--- src/rtl/mem_port_arbiter_if.sv ---
// Client-side and memory-side signal bundle for mem_port_arbiter.
// The arbiter connects through the master modport; clients and memory model use slave.
interface mem_port_arbiter_if #(
  parameter int unsigned NCLIENTS = 4,
  parameter int unsigned AW       = 22,
  parameter int unsigned DW       = 32
);
  logic [NCLIENTS-1:0]    cl_req;
  logic [NCLIENTS-1:0]    cl_write;
  logic [NCLIENTS*AW-1:0] cl_addr;
  logic [NCLIENTS*DW-1:0] cl_wdata;
  logic [NCLIENTS-1:0]    cl_ack;
  logic [NCLIENTS-1:0]    cl_done;
  logic [DW-1:0]          cl_rdata;
  logic                   cl_err;

  logic                   mem_req;
  logic                   mem_write;
  logic [AW-1:0]          mem_addr;
  logic [DW-1:0]          mem_wdata;
  logic                   mem_ready;
  logic                   mem_done;
  logic [DW-1:0]          mem_rdata;

  logic [2:0]             grant;
  logic                   busy;

  modport master (
    input  cl_req, cl_write, cl_addr, cl_wdata, mem_ready, mem_done, mem_rdata,
    output cl_ack, cl_done, cl_rdata, cl_err, mem_req, mem_write, mem_addr, mem_wdata,
    output grant, busy
  );

  modport slave (
    output cl_req, cl_write, cl_addr, cl_wdata, mem_ready, mem_done, mem_rdata,
    input  cl_ack, cl_done, cl_rdata, cl_err, mem_req, mem_write, mem_addr, mem_wdata,
    input  grant, busy
  );
endinterface

--- src/rtl/mem_port_arbiter.sv ---
// Round-robin N-client arbiter onto one request/ready/done memory port with completion timeout.
// Build macro ARB_PRIO0_EN gives client 0 fixed top priority over the round-robin group.
module mem_port_arbiter #(
  parameter int unsigned NCLIENTS = 4,
  parameter int unsigned AW       = 22,
  parameter int unsigned DW       = 32,
  parameter int unsigned TIMEOUT  = 1024
) (
  input logic                clk,
  input logic                reset_n,
  mem_port_arbiter_if.master bus
);

  localparam int unsigned     CntW    = (TIMEOUT > 0) ? $clog2(TIMEOUT + 1) : 1;
  localparam logic [CntW-1:0] CntLast = CntW'(TIMEOUT - 1);

  typedef enum logic [1:0] {StIdle, StIssue, StWait} state_e;

  state_e state_q, state_d;

  logic [2:0]      idx_q, idx_d;
  logic [2:0]      last_q, last_d;
  logic            write_q, write_d;
  logic [AW-1:0]   addr_q, addr_d;
  logic [DW-1:0]   wdata_q, wdata_d;
  logic [DW-1:0]   rdata_q, rdata_d;
  logic [CntW-1:0] cnt_q, cnt_d;

  logic [NCLIENTS-1:0] rr_req;
  logic                rr_hi_valid, rr_lo_valid;
  logic [2:0]          rr_hi_idx, rr_lo_idx;
  logic                pick_valid;
  logic [2:0]          pick_idx;
  logic                sel_write;
  logic [AW-1:0]       sel_addr;
  logic [DW-1:0]       sel_wdata;

  logic                ack_fire, done_ok, timeout_hit, done_fire;
  logic [DW-1:0]       rdata_out;
  logic [NCLIENTS-1:0] grant_oh;

  // Round-robin: first requester above last_q wins, otherwise first at or below it.
  always_comb begin
    rr_req = bus.cl_req;
`ifdef ARB_PRIO0_EN
    rr_req[0] = 1'b0;
`endif
    rr_hi_valid = 1'b0;
    rr_lo_valid = 1'b0;
    rr_hi_idx   = '0;
    rr_lo_idx   = '0;
    for (int i = 0; i < int'(NCLIENTS); i++) begin
      if (rr_req[i]) begin
        if (i > int'(last_q)) begin
          if (!rr_hi_valid) begin
            rr_hi_valid = 1'b1;
            rr_hi_idx   = 3'(i);
          end
        end else if (!rr_lo_valid) begin
          rr_lo_valid = 1'b1;
          rr_lo_idx   = 3'(i);
        end
      end
    end
    pick_valid = rr_hi_valid | rr_lo_valid;
    pick_idx   = rr_hi_valid ? rr_hi_idx : rr_lo_idx;
`ifdef ARB_PRIO0_EN
    if (bus.cl_req[0]) begin
      pick_valid = 1'b1;
      pick_idx   = '0;
    end
`endif
  end

  always_comb begin
    sel_write = 1'b0;
    sel_addr  = '0;
    sel_wdata = '0;
    for (int i = 0; i < int'(NCLIENTS); i++) begin
      if (pick_idx == 3'(i)) begin
        sel_write = bus.cl_write[i];
        sel_addr  = bus.cl_addr[i*AW +: AW];
        sel_wdata = bus.cl_wdata[i*DW +: DW];
      end
    end
  end

  always_comb begin
    ack_fire    = (state_q == StIssue) && bus.mem_ready;
    done_ok     = bus.mem_done && ((state_q == StWait) || ack_fire);
    timeout_hit = (TIMEOUT > 0) && (state_q == StWait) && !bus.mem_done && (cnt_q == CntLast);
    done_fire   = done_ok || timeout_hit;
    if (timeout_hit) begin
      rdata_out = '1;
    end else if (done_ok && !write_q) begin
      rdata_out = bus.mem_rdata;
    end else begin
      rdata_out = rdata_q;
    end
  end

  always_ff @(posedge clk or negedge reset_n) begin
    if (!reset_n) begin
      state_q <= StIdle;
    end else begin
      state_q <= state_d;
    end
  end

  always_comb begin
    state_d = state_q;
    unique case (state_q)
      StIdle:  if (pick_valid) state_d = StIssue;
      StIssue: if (ack_fire) state_d = done_ok ? StIdle : StWait;
      StWait:  if (done_fire) state_d = StIdle;
      default: state_d = StIdle;
    endcase
  end

  always_comb begin
    for (int i = 0; i < int'(NCLIENTS); i++) begin
      grant_oh[i] = (idx_q == 3'(i));
    end
    bus.mem_req   = (state_q == StIssue);
    bus.mem_write = write_q;
    bus.mem_addr  = addr_q;
    bus.mem_wdata = wdata_q;
    bus.cl_ack    = ack_fire ? grant_oh : '0;
    bus.cl_done   = done_fire ? grant_oh : '0;
    bus.cl_err    = timeout_hit;
    bus.cl_rdata  = rdata_out;
    bus.grant     = idx_q;
    bus.busy      = (state_q != StIdle);
  end

  always_comb begin
    idx_d   = idx_q;
    last_d  = last_q;
    write_d = write_q;
    addr_d  = addr_q;
    wdata_d = wdata_q;
    cnt_d   = cnt_q;
    rdata_d = rdata_out;
    if ((state_q == StIdle) && pick_valid) begin
      idx_d   = pick_idx;
      write_d = sel_write;
      addr_d  = sel_addr;
      wdata_d = sel_wdata;
    end
    if (ack_fire) begin
`ifdef ARB_PRIO0_EN
      if (idx_q != '0) last_d = idx_q;
`else
      last_d = idx_q;
`endif
    end
    // Held at zero through ISSUE so WAIT always starts from a clean count; saturates.
    if (state_q == StIssue) begin
      cnt_d = '0;
    end else if ((state_q == StWait) && (cnt_q != '1)) begin
      cnt_d = cnt_q + CntW'(1);
    end
  end

  always_ff @(posedge clk or negedge reset_n) begin
    if (!reset_n) begin
      idx_q   <= '0;
      last_q  <= 3'(NCLIENTS - 1);
      write_q <= 1'b0;
      addr_q  <= '0;
      wdata_q <= '0;
      rdata_q <= '0;
      cnt_q   <= '0;
    end else begin
      idx_q   <= idx_d;
      last_q  <= last_d;
      write_q <= write_d;
      addr_q  <= addr_d;
      wdata_q <= wdata_d;
      rdata_q <= rdata_d;
      cnt_q   <= cnt_d;
    end
  end

endmodule
--- src/flat_wrapper.sv ---
// flat-port wrapper written by rule: the top's interface ports become plain ports
module mem_port_arbiter_flat 
#(
  parameter int unsigned NCLIENTS = 4,
  parameter int unsigned AW       = 22,
  parameter int unsigned DW       = 32,
  parameter int unsigned TIMEOUT  = 1024
)
  (clk, reset_n, bus_cl_req, bus_cl_write, bus_cl_addr, bus_cl_wdata, bus_mem_ready, bus_mem_done, bus_mem_rdata, bus_cl_ack, bus_cl_done, bus_cl_rdata, bus_cl_err, bus_mem_req, bus_mem_write, bus_mem_addr, bus_mem_wdata, bus_grant, bus_busy);
  mem_port_arbiter_if #(.NCLIENTS(NCLIENTS), .AW(AW), .DW(DW)) bus_i ();
  input logic clk;
  input logic reset_n;
  input wire logic [$bits(bus_i.cl_req)-1:0] bus_cl_req;
  input wire logic [$bits(bus_i.cl_write)-1:0] bus_cl_write;
  input wire logic [$bits(bus_i.cl_addr)-1:0] bus_cl_addr;
  input wire logic [$bits(bus_i.cl_wdata)-1:0] bus_cl_wdata;
  input wire logic [$bits(bus_i.mem_ready)-1:0] bus_mem_ready;
  input wire logic [$bits(bus_i.mem_done)-1:0] bus_mem_done;
  input wire logic [$bits(bus_i.mem_rdata)-1:0] bus_mem_rdata;
  output wire logic [$bits(bus_i.cl_ack)-1:0] bus_cl_ack;
  output wire logic [$bits(bus_i.cl_done)-1:0] bus_cl_done;
  output wire logic [$bits(bus_i.cl_rdata)-1:0] bus_cl_rdata;
  output wire logic [$bits(bus_i.cl_err)-1:0] bus_cl_err;
  output wire logic [$bits(bus_i.mem_req)-1:0] bus_mem_req;
  output wire logic [$bits(bus_i.mem_write)-1:0] bus_mem_write;
  output wire logic [$bits(bus_i.mem_addr)-1:0] bus_mem_addr;
  output wire logic [$bits(bus_i.mem_wdata)-1:0] bus_mem_wdata;
  output wire logic [$bits(bus_i.grant)-1:0] bus_grant;
  output wire logic [$bits(bus_i.busy)-1:0] bus_busy;
  assign bus_i.cl_req = bus_cl_req;
  assign bus_i.cl_write = bus_cl_write;
  assign bus_i.cl_addr = bus_cl_addr;
  assign bus_i.cl_wdata = bus_cl_wdata;
  assign bus_i.mem_ready = bus_mem_ready;
  assign bus_i.mem_done = bus_mem_done;
  assign bus_i.mem_rdata = bus_mem_rdata;
  assign bus_cl_ack = bus_i.cl_ack;
  assign bus_cl_done = bus_i.cl_done;
  assign bus_cl_rdata = bus_i.cl_rdata;
  assign bus_cl_err = bus_i.cl_err;
  assign bus_mem_req = bus_i.mem_req;
  assign bus_mem_write = bus_i.mem_write;
  assign bus_mem_addr = bus_i.mem_addr;
  assign bus_mem_wdata = bus_i.mem_wdata;
  assign bus_grant = bus_i.grant;
  assign bus_busy = bus_i.busy;
  mem_port_arbiter #(.NCLIENTS(NCLIENTS), .AW(AW), .DW(DW), .TIMEOUT(TIMEOUT)) u_core (.clk(clk), .reset_n(reset_n), .bus(bus_i));
endmodule
--- config.mk ---
export PLATFORM = sky130hd
export DESIGN_NAME = mem_port_arbiter_flat
export DESIGN_NICKNAME = d
export VERILOG_FILES = /design/src/rtl/mem_port_arbiter_if.sv /design/src/rtl/mem_port_arbiter.sv /design/src/flat_wrapper.sv
export SDC_FILE = /design/constraint.sdc
export NUM_CORES = 1
export LEC_CHECK = 0
export BUFFER_PORTS_ARGS = -buffer_cell sky130_fd_sc_hd__buf_2
export CORE_AREA = 10 10 132 134
export CTS_BUF_LIST = sky130_fd_sc_hd__clkbuf_4
export CTS_CLUSTER_DIAMETER = 40
export CTS_CLUSTER_SIZE = 16
export DETAILED_ROUTE_END_ITERATION = 16
export DIE_AREA = 0 0 142 144
export GPL_TIMING_DRIVEN = 1
export PLACE_DENSITY = 0.76
export SYNTH_ARGS = -nofsm -noshare
export SYNTH_HDL_FRONTEND = slang
export SYNTH_SLANG_ARGS = --single-unit
--- constraint.sdc ---
create_clock -name clk -period 3.7 [get_ports clk]
set_input_delay 0 -clock clk [delete_from_list [all_inputs] [get_ports clk]]
set_output_delay 0 -clock clk [all_outputs]
set_load 0.05 [all_outputs]
==> results of run 1 <==
[final cells by class]
type,count,share of cell area [%]
diodes,2,0.0502
clock buffers,9,0.678
flip-flops and latches,104,26.1
clock inverters,7,0.867
well taps,188,2.36
multi-input cells,417,30.6
inverters,6,0.226
repair buffers,567,39.0
[synthesized netlist by cell type (2+ instances only)]
cell type,n
sky130_fd_sc_hd__buf_8,7
sky130_fd_sc_hd__clkbuf_1,12
sky130_fd_sc_hd__dfrtp_1,102
sky130_fd_sc_hd__buf_12,2
sky130_fd_sc_hd__o21ai_1,2
sky130_fd_sc_hd__nand2_1,135
sky130_fd_sc_hd__nand2b_1,5
sky130_fd_sc_hd__o221ai_2,39
sky130_fd_sc_hd__a21oi_1,8
sky130_fd_sc_hd__dfstp_2,2
sky130_fd_sc_hd__nor3_1,5
sky130_fd_sc_hd__o221ai_1,16
sky130_fd_sc_hd__mux2i_1,111
sky130_fd_sc_hd__nand3_1,40
sky130_fd_sc_hd__buf_6,5
sky130_fd_sc_hd__buf_2,15
sky130_fd_sc_hd__nor2_1,18
sky130_fd_sc_hd__xnor2_1,2
sky130_fd_sc_hd__or2_1,2
sky130_fd_sc_hd__and2_1,2
sky130_fd_sc_hd__o21ai_0,7
sky130_fd_sc_hd__mux2_2,3
sky130_fd_sc_hd__inv_1,6
sky130_fd_sc_hd__a211oi_1,2
[power breakdown]
group	leakage (nW)	internal [mW]	switching, mW
Combinational	3.77	1.85	3.34
Sequential	1.30	1.62	0.292
Clock	0.0817	0.167	0.462
[cells by family (layout without fill, tap and decap cells)]
kind of cell               after synthesis  after routing  synth area share [%]
AOI/OAI and AO/OA                       84             84                  15.4
adders and majority gates                1              1                 0.209
DFF                                    104            104                  43.5
buffers and inverters                   48            589                  5.87
other                                    1              3                0.0627
xor gates and xnor gates                 3              3                 0.439
muxes                                  114            114                  19.1
and+or+nand+nor                        214            214                  15.4
[worst max path at each step]
| stage | to | depth (start not counted) | start | slack, ns |
|---|---|---|---|---|
| finish | u_core.bus.mem_addr[19]$_DFFE_PN0P_ | 7 | u_core.last_q[1]$_DFFE_PN1P_ | 0.19 |
| global route | u_core.bus.mem_addr[19]$_DFFE_PN0P_ | 7 | u_core.last_q[1]$_DFFE_PN1P_ | 0.06 |
| CTS | u_core.bus.mem_wdata[12]$_DFFE_PN0P_ | 7 | u_core.last_q[1]$_DFFE_PN1P_ | 0.31 |
| detailed placement | u_core.bus.mem_addr[1]$_DFFE_PN0P_ | 5 | u_core.last_q[1]$_DFFE_PN1P_ | 1.19 |
| global placement | u_core.bus.mem_addr[4]$_DFFE_PN0P_ | 5 | u_core.last_q[1]$_DFFE_PN1P_ | 1.28 |
| floorplan | bus_cl_done[0] | 6 | u_core.cnt_q[0]$_DFFE_PN0P_ | 1.33 |
[per-stage QoR]
| step | worst slack [ns] | cell area (µm²) |
|---|---|---|
| global placement | 1.28 | 7790 |
| CTS | 0.311 | 9960 |
| finish | 0.191 | 9960 |
| global route | 0.0636 | 9960 |
| detailed placement | 1.19 | 7790 |
| floorplan | 1.33 | 5980 |
[registers in the layout, indices dropped and copies added, names as in the netlist]
register	flops
u_core.cnt_q	11
u_core.state_q	2
u_core.bus.mem_addr	22
u_core.bus.mem_wdata	32
u_core.rdata_q	32
u_core.last_q	2
u_core.bus.grant	2
u_core.bus.mem_write	1
[worst max-delay path, delay by kind of cell (launching register included)]
kind | cells | cell delay (ns)
mux | 1 | 0.31
flops | 1 | 0.65
compound gates | 3 | 0.79
buf+inv | 3 | 1.63
[layout by cell type (no fill, tap or decap), types with 3 or more instances in the layout]
cell	count
sky130_fd_sc_hd__nor3_1	5
sky130_fd_sc_hd__mux2_2	3
sky130_fd_sc_hd__nor2_1	18
sky130_fd_sc_hd__a21oi_1	8
sky130_fd_sc_hd__inv_1	6
sky130_fd_sc_hd__o221ai_1	16
sky130_fd_sc_hd__buf_4	6
sky130_fd_sc_hd__clkinv_8	3
sky130_fd_sc_hd__dlygate4sd3_1	201
sky130_fd_sc_hd__nand3_1	39
sky130_fd_sc_hd__clkbuf_4	9
sky130_fd_sc_hd__o21ai_0	7
sky130_fd_sc_hd__inv_6	3
sky130_fd_sc_hd__o221ai_2	39
sky130_fd_sc_hd__nand2b_1	5
sky130_fd_sc_hd__mux2i_1	111
sky130_fd_sc_hd__nand2_1	134
sky130_fd_sc_hd__buf_2	358
sky130_fd_sc_hd__dfrtp_1	102
[layer usage]
| layer | part of all wire, % | vias to the layer above |
|---|---|---|
| li1 | - | 3137 |
| met2 | 52 | 365 |
| met5 | 0 | - |
| met1 | 36 | 3261 |
| met3 | 8.1 | 73 |
| met4 | 4.2 | 0 |
==> run summary, run 1 <==
### Logic synthesis
• net count after synthesis: 830
• synthesized instance count: 569
• most used flip-flop cell after synthesis: sky130_fd_sc_hd__dfrtp_1
• number of flops mapped to enable cells by yosys: 0
• Yosys Warn Count: 0
• Synth async-reset ratio: 100%
• area share of the largest cell type after synthesis: 42.7%
• post-synthesis sequential element count: 104
• sequential area share after synthesis: 43.5%
• netlist area before placement: 5980 µm²
• average size of a mapped cell: 10.5 µm²
• cell taking the most area after synthesis: sky130_fd_sc_hd__dfrtp_1
• main area contributors after synthesis: sky130_fd_sc_hd__dfrtp_1 43%, sky130_fd_sc_hd__mux2i_1 19%, sky130_fd_sc_hd__o221ai_2 9.8%
• post-synth cell types: 45

### Worst setup path
• most repeated library cell on the critical path: sky130_fd_sc_hd__dlygate4sd3_1
• Setup CP Type: reg -> reg
• delay of the slowest critical-path stage: 0.65 ns
• Critical Path Sink Type: flip-flop
• R2R depth: 7
• critical-path cell list: a211oi_1 > a211oi_4 > buf_12 > mux2i_1 > dlygate4sd3_1 > o221ai_2 > dlygate4sd3_1
• reg2reg setup slack: 0.19 ns
• worst flop-to-flop path endpoint: u_core.bus.mem_addr[19]$_DFFE_PN0P_
• Critical Path Start Type: flip-flop
• worst-path cell with the longest stage delay: sky130_fd_sc_hd__dfstp_2
• crit path max fanout: 57
• Data arrival, critical path: 3.89 ns
• startpoint of the most critical register-to-register path: u_core.last_q[1]$_DFFE_PN1P_
• required time worst endpoint: 4.08 ns

### Clock tree
• post-CTS setup buffer count: 0
• count of instances resized after the clock tree is built: 0
• number of sinks on the clock net: 104
• largest buffer count on any clock path: 2
• CTS hold repair buffers: 201
• post-CTS clock slew at the launch and capture registers of the worst setup and hold paths: 0.18 ns
• number of buffers inserted during clock tree synthesis: 9
• CTS Root Buffer Type: sky130_fd_sc_hd__clkbuf_4
• number of H-tree levels: 3
• clk_lat worst skew: 0.49 ns
• CTS tree: done

### Placement
• IO buf count: 359
• global placement routability congestion: 0.833
• Post-Place Cells: 1081
• detailed placer's ending HPWL: 16.4 mm

### Routing
• remaining antenna violation count after routing: 0
• count of TritonRoute iterations in the first routing pass: 5
• wirelength, routed: 26.6 mm
• wire length per cell after detailed routing: 20.5 µm
• drt initial violations: 392
• number of vias after detailed routing: 6836
• mean number of vias per cell: 5.26
• # DRC: 0

### Min path
• number of cells traversed by the worst hold path: 5
• kind of path behind the tightest hold check: in -> reg
• startpoint of the worst hold path: bus_cl_req[0]
• terminating pin of the worst hold path: u_core.state_q[0]$_DFFE_PN0P_

### Timing
• crit share post-route: 94.8%
• Final Max Tran Viols: 0
• Min Clock Period, post-route: 3.51 ns
• Tightest Pin Transition: 0.972 ns
• clk_skew: 0.0231 ns
• setup total negative slack: 0 ns
• endpoints failing setup: 0
• worst relative slew slack: 35.2%
• maximum clock frequency: 285 MHz
• Hold Fails Final Rpt: 0
• hold_ws: 0.0991 ns
• setup repair after global routing missed its margin: false

### Global routing
• M1 GR Usage: 26.9%
• Total GRT Usage: 24.9%
• met2 routing resource usage after global routing: 43.5%
• pin count of the biggest net entering global routing: 70
• number of global-route vias before repair: 7504
• busiest metal layer after global routing: met2
• initial antenna violation count: 2
• Global Route met3 Usage: 7.22%
• global-route wire length before repair: 40.7 mm
• grt total ovfl: 0

### Job
• reported max-cap violation count: 0

### Floorplanning
• Std-Cell Core Area: 14900 µm²
• Die Y: 144 µm
• Boundary Pins: 361
• total die area: 20400 µm²
• initial core utilization: 40.3%
• Die X: 142 µm
• placement row count: 45

### Power
• leakage power: 5.15 nW
• overall power of the completed layout: 7.73 mW
• power density normalized to cell area: 776 nW/µm²
• Max VDD drop: 0.848 mV

### Layout
• fraction of layout cells with a size suffix above 1: 39.2%
• final standard cell utilization of the core: 67.0%
• Layout area overhead: 66.5%
• post-layout instance count excluding filler cells: 1300
• # nets final: 1366
• area taken by multi-input logic gates: 3050 µm²
• sequential cell area in the final layout: 2610 µm²
• filler cell count: 1084

### Outcome
• outcome: completed

Note: power is estimated with default switching activity, not from simulation.
==> run 2: changes to the inputs <==
ABC_AREA = 1   (was unset)
PLACE_DENSITY = 0.79   (was 0.76)
SKIP_CTS_REPAIR_TIMING = 1   (was unset)
==> run 2 against run 1 <==
Net effect: first-iteration DRC count increased by 89%; clock power shrank 2%; area after synthesis up 8.4%; clock skew down 0.0043 ns; maximum frequency increased by 1.7%; clock-buffer cell count grew 2; worst setup slack better by 0.060 ns; critical path type unchanged; power rose by 14%; die area is the same; utilization grew 2.0 points; combinational power increased by 21%; worst hold slack gained 0.079 ns.
==> run summary, run 2 <==
### Outcome
• outcome: completed

### Logic synthesis
• Yosys Warn Count: 0, unchanged
• netlist area before placement: 6480 µm², +8.4%
• sequential area share after synthesis: 40.2%, -3.4 points
• most frequent cell after synthesis: sky130_fd_sc_hd__nand2_1
• post-synthesis sequential element count: 104, unchanged
• post-synth cell types: 36, -20%
• Synth async-reset ratio: 100%, unchanged
• main area contributors after synthesis: sky130_fd_sc_hd__dfrtp_1 39%, sky130_fd_sc_hd__nand2_1 16%, sky130_fd_sc_hd__nand3_1 8.4%
• most used flip-flop cell after synthesis: sky130_fd_sc_hd__dfrtp_1
• synthesized instance count: 930, +63%
• net count after synthesis: 1191, +43%
• Commonest cells post-synth: 276 x sky130_fd_sc_hd__nand2_1, 139 x sky130_fd_sc_hd__inv_1, 109 x sky130_fd_sc_hd__nand3_1
• number of flops mapped to enable cells by yosys: 0, unchanged
• area share of the largest cell type after synthesis: 39.4%, -3.3 points
• average size of a mapped cell: 6.97 µm², -34%
• cell taking the most area after synthesis: sky130_fd_sc_hd__dfrtp_1

### Power
• leakage power: 5.68 nW, +10%
• power density normalized to cell area: 856 nW/µm², +10%
• Max VDD drop: 0.543 mV, -36%

### Floorplanning
• total die area: 20400 µm², unchanged
• Die X: 142 µm, unchanged
• Die Y: 144 µm, unchanged
• Boundary Pins: 361, unchanged
• initial core utilization: 43.6%, +3.4 points
• placement row count: 45, unchanged
• Std-Cell Core Area: 14900 µm², unchanged

### Timing
• Final Max Tran Viols: 0, unchanged
• endpoints failing setup: 0, unchanged
• worst relative slew slack: 26.5%, -8.6 points
• setup repair after global routing missed its margin: false
• maximum clock frequency: 290 MHz, +1.7%
• Min Clock Period, post-route: 3.45 ns, -0.0599 ns
• Hold Fails Final Rpt: 0, unchanged
• clk_skew: 0.0189 ns, -0.00426 ns
• setup total negative slack: 0 ns, unchanged
• Tightest Pin Transition: 1.10 ns, +0.130 ns
• crit share post-route: 93.2%, -1.6 points

### Routing
• count of TritonRoute iterations in the first routing pass: 5, unchanged
• drt initial violations: 740, +89%
• remaining antenna violation count after routing: 0, unchanged
• mean number of vias per cell: 5.35, +1.7%
• # DRC: 0, unchanged
• wirelength, routed: 30.0 mm, +13%
• number of vias after detailed routing: 8714, +27%
• wire length per cell after detailed routing: 18.4 µm, -9.9%

### Global routing
• grt total ovfl: 0, unchanged
• global-route wire length before repair: 36.6 mm, -10%
• Total GRT Usage: 22.2%, -2.7 points
• initial antenna violation count: 2, unchanged
• number of global-route vias before repair: 7129, -5.0%
• pin count of the biggest net entering global routing: 112, +60%

### Worst setup path
• reg2reg setup slack: 0.25 ns, +0.06 ns
• Data arrival, critical path: 3.86 ns, -0.03 ns
• startpoint of the most critical register-to-register path: u_core.last_q[1]$_DFFE_PN1P_
• Critical Path Sink Type: flip-flop
• required time worst endpoint: 4.11 ns, +0.03 ns
• worst flop-to-flop path endpoint: u_core.bus.mem_addr[20]$_DFFE_PN0P_
• Crit. Startpoint: u_core.last_q[1]$_DFFE_PN1P_
• crit path max fanout: 111, +95%
• R2R depth: 12, +5
• Critical Path Start Type: flip-flop
• Setup CP Type: reg -> reg

### Clock tree
• CTS Root Buffer Type: sky130_fd_sc_hd__clkbuf_4
• largest buffer count on any clock path: 2, unchanged
• number of H-tree levels: 3, unchanged
• clk_lat worst skew: 0.47 ns, -0.02 ns
• number of sinks on the clock net: 104, unchanged
• number of buffers inserted during clock tree synthesis: 9, unchanged
• post-CTS clock slew at the launch and capture registers of the worst setup and hold paths: 0.16 ns, -0.02 ns
• CTS tree: done

### Placement
• global placement routability congestion: 0.860, +3.3%
• detailed placer's ending HPWL: 18.7 mm, +14%
• IO buf count: 359, unchanged

### Layout
• final standard cell utilization of the core: 69.1%, +2.0 points
• fraction of layout cells with a size suffix above 1: 29.6%, -9.5 points
• filler cell count: 1090, +0.55%
• commonest non-fill, non-tap cell in the layout: sky130_fd_sc_hd__buf_2
• # nets final: 1693, +24%
• Layout area overhead: 58.3%
• highest-count cells in the layout ignoring fill and taps: 358 x sky130_fd_sc_hd__buf_2, 276 x sky130_fd_sc_hd__nand2_1, 183 x sky130_fd_sc_hd__dlygate4sd3_1, 139 x sky130_fd_sc_hd__inv_1, 109 x sky130_fd_sc_hd__nand3_1

### Min path
• kind of path behind the tightest hold check: in -> async

### Job
• reported max-cap violation count: 0, unchanged

==> run 2: layout make-up <==
type / instances / area [µm²] / share of cell area (%)
clock buffer: 11 / 82.6 / 0.804
antenna: 4 / 10.0 / 0.0975
inverter: 143 / 537 / 5.23
tap: 188 / 235 / 2.29
timing repair buffer: 551 / 3710 / 36.1
clock inverter: 5 / 56.3 / 0.548
multi-input combinational: 623 / 3030 / 29.5
sequential: 104 / 2610 / 25.4
==> run 2: logic make-up after synthesis <==
| group | Yosys count | share of synthesized area [%] |
|---|---|---|
| buffers and inverters | 203 | 13.2 |
| AND/OR/NAND/NOR | 465 | 31.8 |
| AO/OA/AOI/OAI | 153 | 14.1 |
| XOR/XNOR | 3 | 0.405 |
| flip-flops | 104 | 40.2 |
| other | 1 | 0.0578 |
| adder cells (fa/ha/maj) | 1 | 0.193 |
==> run 2: worst max-delay path by stage <==
| stage | endpoint | slack (ns) | cells past startpoint |
|---|---|---|---|
| after floorplan | u_core.rdata_q[0]$_DFF_PN0_ | 1.05 | 8 |
| after global routing | u_core.bus.mem_wdata[12]$_DFFE_PN0P_ | 0.04 | 11 |
| after detailed placement | u_core.bus.mem_write$_DFFE_PN0P_ | 0.93 | 10 |
| after CTS | bus_cl_rdata[12] | 0.74 | 9 |
| final | u_core.bus.mem_addr[20]$_DFFE_PN0P_ | 0.25 | 12 |
| after global placement | u_core.bus.mem_write$_DFFE_PN0P_ | 1.02 | 10 |
==> run 2: power breakdown <==
part	internal, mW	switching, mW	leakage, nW
clock	0.223	0.393	0.0789
sequential	1.64	0.271	1.29
combinational	1.88	4.39	4.32
==> run 2: per-stage QoR <==
step           setup slack [ns]  std cells  total power, mW  hold WS, ns  instance area, µm²
2_1_floorplan              1.05        930             6.03       -0.296                6480
3_3_place_gp               1.02       1426             7.21        0.176                8290
3_5_place_dp              0.930       1426             7.31        0.185                8290
4_1_cts                   0.744       1442             7.92       -0.375                8430
5_1_grt                  0.0418       1625             9.34        0.239               10300
6_report                  0.251       1629             8.79        0.179               10300
==> run 2: metal layers <==
layer | GRT usage, % | routed length [µm] | vias to the layer above
met1 | 24.3 | 10400 | 3965
li1 | - | - | 3970
met4 | 8.55 | 1640 | 2
met3 | 7.84 | 3210 | 158
met5 | 0 | 13 | -
met2 | 38.5 | 14800 | 619
==> run 2: critical path, stage by stage, from the launching register on <==
cell	delay, ns
sky130_fd_sc_hd__dfstp_2	0.61
sky130_fd_sc_hd__inv_2	0.06
sky130_fd_sc_hd__a21oi_2	0.13
sky130_fd_sc_hd__nand2_1	0.13
sky130_fd_sc_hd__nand2_2	0.11
sky130_fd_sc_hd__nand3_4	0.22
sky130_fd_sc_hd__nand2_4	0.15
sky130_fd_sc_hd__buf_4	0.83
sky130_fd_sc_hd__o21ai_0	0.27
sky130_fd_sc_hd__nand3_1	0.15
sky130_fd_sc_hd__dlygate4sd3_1	0.58
sky130_fd_sc_hd__nand2_1	0.06
sky130_fd_sc_hd__nand2_1	0.05
